File: src/rtl/register_5bit_en_pkg.sv
`default_nettype none
// ============================================================================
//  Module   : register_5bit_en_pkg
//  Purpose  : Shared constants and the data type for the 5-bit enabled
//             holding register and its bit-slice flop.
//  Contents : REG5_WIDTH - default data width
//             REG5_RESET - default reset value
//             reg5_t     - default-width data type
//  Revision : 1.0 - initial release
// ============================================================================
package register_5bit_en_pkg;

    localparam int unsigned REG5_WIDTH = 5;

    typedef logic [REG5_WIDTH-1:0] reg5_t;

    localparam reg5_t REG5_RESET = 5'b00000;

endpackage : register_5bit_en_pkg
`default_nettype wire

File: src/rtl/register_5bit_en_dff_en_arst.sv
`default_nettype none
// ============================================================================
//  Module   : dff_en_arst
//  Purpose  : Single-bit flop with a synchronous load enable and an
//             asynchronous active-low clear to a configurable value.
//  Ports    : clk_i  - rising-edge clock
//             rst_ni - asynchronous reset, active low
//             en_i   - load enable, active high
//             d_i    - data to capture when enabled
//             q_o    - flop output
//  Revision : 1.0 - initial release
// ============================================================================
module dff_en_arst #(
    parameter logic RESET_BIT = 1'b0
) (
    input  logic clk_i,
    input  logic rst_ni,
    input  logic en_i,
    input  logic d_i,
    output logic q_o
);

    logic q_q;
    logic q_d;

    // Hold unless enabled; the reset branch below overrides everything.
    always_comb begin
        q_d = q_q;
        if (en_i) begin
            q_d = d_i;
        end
    end

    always_ff @(posedge clk_i or negedge rst_ni) begin
        if (!rst_ni) begin
            q_q <= RESET_BIT;
        end else begin
            q_q <= q_d;
        end
    end

    assign q_o = q_q;

endmodule : dff_en_arst
`default_nettype wire

File: src/rtl/register_5bit_en.sv
`default_nettype none
// ============================================================================
//  Module   : register_5bit_en
//  Purpose  : Parameterised holding register (default 5 bits). Captures
//             data_in on a rising clk edge when write_en is high, holds
//             otherwise, and clears asynchronously while rst is low.
//             data_out comes straight from the flops.
//  Ports    : clk      - rising-edge clock
//             rst      - asynchronous reset, active low (0 = in reset)
//             data_in  - WIDTH-bit data to store
//             write_en - synchronous load enable, active high
//             data_out - WIDTH-bit register contents
//  Revision : 1.0 - initial release
// ============================================================================
module register_5bit_en
    import register_5bit_en_pkg::*;
#(
    parameter int unsigned      WIDTH       = REG5_WIDTH,
    parameter logic [WIDTH-1:0] RESET_VALUE = {WIDTH{1'b0}}
) (
    input  logic             clk,
    input  logic             rst,
    input  logic [WIDTH-1:0] data_in,
    input  logic             write_en,
    output logic [WIDTH-1:0] data_out
);

    // One flop per bit; each bit clears to its own slice of RESET_VALUE so
    // arbitrary reset patterns are supported without extra muxing.
    for (genvar i = 0; i < WIDTH; i++) begin : g_bit
        dff_en_arst #(
            .RESET_BIT (RESET_VALUE[i])
        ) u_dff (
            .clk_i  (clk),
            .rst_ni (rst),
            .en_i   (write_en),
            .d_i    (data_in[i]),
            .q_o    (data_out[i])
        );
    end : g_bit

endmodule : register_5bit_en
`default_nettype wire

File: config.mk
export PLATFORM = sky130hd
export DESIGN_NAME = register_5bit_en
export DESIGN_NICKNAME = d
export VERILOG_FILES = /design/src/rtl/register_5bit_en_pkg.sv /design/src/rtl/register_5bit_en_dff_en_arst.sv /design/src/rtl/register_5bit_en.sv
export SDC_FILE = /design/constraint.sdc
export NUM_CORES = 1
export LEC_CHECK = 0
export CORE_AREA = 2 2 39 41
export DETAILED_ROUTE_END_ITERATION = 8
export DIE_AREA = 0 0 41 43
export HOLD_SLACK_MARGIN = 0.02
export REMOVE_ABC_BUFFERS = 1
export SLEW_MARGIN = 10
export SYNTH_ARGS = -nofsm -noshare
export SYNTH_HDL_FRONTEND = slang
export SYNTH_SLANG_ARGS = --single-unit
File: constraint.sdc
create_clock -name clk -period 2.6 [get_ports clk]
set_clock_uncertainty 0.15 [all_clocks]
set_input_delay 0.52 -clock clk [delete_from_list [all_inputs] [get_ports clk]]
set_output_delay 0.52 -clock clk [all_outputs]
set_load 0.01 [all_outputs]
### Yosys cells after proc, flatten, opt, wreduce, memory -nomap -nowiden

Index checks and enable logic that the tools add are counted.

| storage, ports and cells | value |
|---|---|
| input bits | 8 |
| output and inout port bits | 5 |
| word-level logic and storage cells | 5 |
| bits in registers | 5 |

### Longest topological paths before layout

| logic depth | value |
|---|---|
| depth after elaboration | 0 |
| depth in mapped cells | 1 |
| gate-level depth less buffers | 1 |

### Modules after synthesis

A second synthesis with hierarchy kept.

| second synthesis, totals | value |
|---|---|
| cells, all modules | 10 |
| area total of the unflattened synthesis | 200.2 µm² |

By module, submodules not included:

| module | cells each | area an instance (µm²) | instances |
|---|---|---|---|
| dff_en_arst | 2 | 40.0 | 5 |

### Worst setup path before layout

No wires, ideal clock.

| path | value |
|---|---|
| path type | register to output |
| start | register g_bit[0].u_dff.q_q |
| end | output data_out[0] |
| cell stages (with the launch flop) | 2 |
| setup slack | 1.447 ns |
| required time | 1.930 ns |
| arrival time | 0.483 ns |
| cell sequence | dfrtp_1 -> buf_4 |

RTL lines:

| what | RTL line | text |
|---|---|---|
| start: declaration | register_5bit_en_dff_en_arst.sv:23 | `logic q_q;` |
| start signal: assignment | register_5bit_en_dff_en_arst.sv:38 | `q_q <= q_d;` |
| end: declaration | register_5bit_en.sv:25 | `output logic [WIDTH-1:0] data_out` |

No word-level cell between the ends.

### Final worst setup path

| path | value |
|---|---|
| start | register g_bit[4].u_dff.q_q |
| end | output data_out[4] |

RTL lines:

| what | RTL line |
|---|---|
| start: declaration | register_5bit_en_dff_en_arst.sv:23 |
| start signal: assignment | register_5bit_en_dff_en_arst.sv:38 |

No word-level cell between the ends.

==> metrics.md <==
| Metric | Value |
|---|---|
| Status | finished clean |
| Crit path depth | 1 |
| Pwr per Cell Area | 620 mW/mm^2 |
| Post-CTS Hold Buffers | 0 |
| Vias in the first global route | approximately 150 |
| Num CTS Buffers | 3 |
| Mapped Area | around 220 sq um |
| H-tree levels | 1 |
| Post-route minimum period | approximately 1.8 ns |
| Internal power | between 0.15 and 0.2 mW |
| Clk_lat worst skew | between 0.2 and 0.25 ns |
| Nets | 35 |
| Cell variety after synth | 3 |
| Syn Area/Cell | 14.6 sq um |
| Multi-input logic area | between 50 and 60 sq um |
| Core ar. | about 0.0014 sq mm |
| Worst Path Arrival | between 1 and 1.5 ns |
| Final cell count without fillers | between 40 and 50 |
| Slew HR | a little under nine tenths |
| Clock transition at path regs | around 0.04 ns |
| Final setup fails | 0 |
| Cells after Synth | 15 |
| DRC Markers | 0 |
| HP Class | primary input to async pin |
| Max reg flops | 5 |
| Number of antenna diodes | 0 |
| Drt wl/cell | ~9.9 um |
| Via density | between 3 and 4 |
| Row count | 14 |
| Layout cells sized above 1 | 30.8% |
| Maximum vdd drop | just under 100 uV |
| R2R depth | 1 |
| Part of the power in the clock network | between 30% and 40% |
| Clock sinks | 5 |
| Fmax | about 570 MHz |
| Pre-Repair DR Iteration Count | 2 |
| CP required | approximately 1.9 ns |
| Largest net degree at the start of global routing | 6 |
| Vias post-DR | about 150 |
| Final hold violations | 0 |
| RSZ-0062 raised after global routing | false |
| Combinational power share | around a fifth |
| Post_cts resized | 0 |
| Top cell type's share of synthesized area | about 57% |
| DR iter-0 viols | 1 |
| IO Pins | 13 |
| Crit-path max cell delay | approximately 0.53 ns |
| CP Cell Sequence | clkdlybuf4s50_1 |
| Die Y | 43 um |
| TNS Setup | 0 ns |
| Net load switching power | ~0.043 mW |
| Port Buffers | 12 |
| Sw frac | 20.0% |
| Worst Setup End Kind | primary output |
| Clock root buffer master | clkbuf_4 |
| Initial antenna violation count | 0 |
| Post-detailed-route count of antenna-violating nets | 0 |
| Postcts setup bufs | 0 |
| Fin. max-slew vios | 0 |
| Startpoint Class | flop |
| Aggregate global-route resource usage | around 6% |
| Total power | 0.216 mW |
| Actual slew at the worst max-slew pin | roughly 0.22 ns |
| Initial Utilization | 15.8% |
| Worst Path Buf+Inv | 1 |
| Final Util | between 20% and 30% |
| First-pass GRT wire length | approximately 550 um |
| Area contributors post-synth | dfrtp_1, mux2_2, buf_4 |
| Yosys reg bits | 5 |
| CTS tree | done |
| Max_cap viols | 0 |
| Period utilisation layout | around two thirds |
| Area delta synth->final | 58.9% |
| Gp weighted congestion | ~0.5 |
| Placed instance count | 38 |
| Post-synthesis sequential area ratio | between 50% and 60% |
| Clk buf depth | 2 |
| Die Wd | ~41 um |
| Lkg Pwr | around 0.14 nW |
| Fill cell count | 145 |
| Family with the most delay on the worst path | buffers and inverters |
| Overflow after GRT | 0 |
| Area leader, netlist | dfrtp_1 |
| Slowest-stage cell, CP | clkdlybuf4s50_1 |
| Drt total wl | about 420 um |
| Sequential Power Share | 41.5% |
| Die Area | between 0.0015 and 0.002 sq mm |
| CP max FO | 2 |
| Warnings from Yosys | 0 |
| Storage cell area | around 130 sq um |
| Crit Path Category | flop to primary output |
-- through the flow --
step	cell area, sq um	hold WS (ns)	setup WS [ns]
2_1_floorplan	181	0.0744	1.51
3_3_place_gp	322	0.344	0.883
3_5_place_dp	322	0.346	0.846
4_1_cts	348	0.351	0.814
5_1_grt	348	0.355	0.759
6_report	348	0.350	0.830
-- layer usage --
| layer | vias to the layer above | global-route usage, % | wire length (um) |
|---|---|---|---|
| met1 | 66 | 2.28 | 129 |
| met3 | 2 | 6.28 | 81 |
| met2 | 13 | 8.75 | 194 |
| met5 | - | 0 | 0 |
| li1 | 68 | - | - |
| met4 | 0 | 8.00 | 9 |
-- cells in the final DEF, fill, tap and decap left out --
master | Yosys | layout
clkdlybuf4s50_1 | 0 | 12
clkbuf_1 | 0 | 1
dfrtp_1 | 5 | 5
clkbuf_4 | 0 | 3
mux2_2 | 5 | 5
-- path summary, 6_finish.rpt --
path,slack [ns],end,start
min,0.35,g_bit[1].u_dff.q_o,rst
max reg2reg,1.70,g_bit[0].u_dff.q_o,g_bit[0].u_dff.q_o
min in group clk,0.35,g_bit[2].u_dff.q_o,g_bit[2].u_dff.q_o
min reg2reg,0.35,g_bit[2].u_dff.q_o,g_bit[2].u_dff.q_o
max in group asynchronous,1.76,g_bit[2].u_dff.q_o,rst
max,0.83,data_out[4],g_bit[4].u_dff.q_o
-- cell families after synthesis --
| logic type | count (synthesis) | share of synthesized area, % |
|---|---|---|
| buffers and inverters | 5 | 17.1 |
| flip-flops | 5 | 57.1 |
| multiplexers | 5 | 25.7 |
-- cell usage after synthesis --
| cell type | instances |
|---|---|
| buf_4 | 5 |
| mux2_2 | 5 |
| dfrtp_1 | 5 |
-- layout make-up --
cell class	count	area share, %
clock buffers	4	7.55
multi-input cells	5	16.2
well taps	16	5.76
flip-flops and latches	5	36.0
repair buffers	12	34.5
-- power groups by stage --
stage	clock [mW]	combinational, mW	sequential (mW)
after global placement	0	0.0419	0.0904
after global routing	0.0974	0.0452	0.0899
after floorplan	0	0.00810	0.0945
after detailed placement	0	0.0420	0.0906
after CTS	0.0894	0.0422	0.0895
final	0.0850	0.0413	0.0894
(Power assumes the default switching activity.)
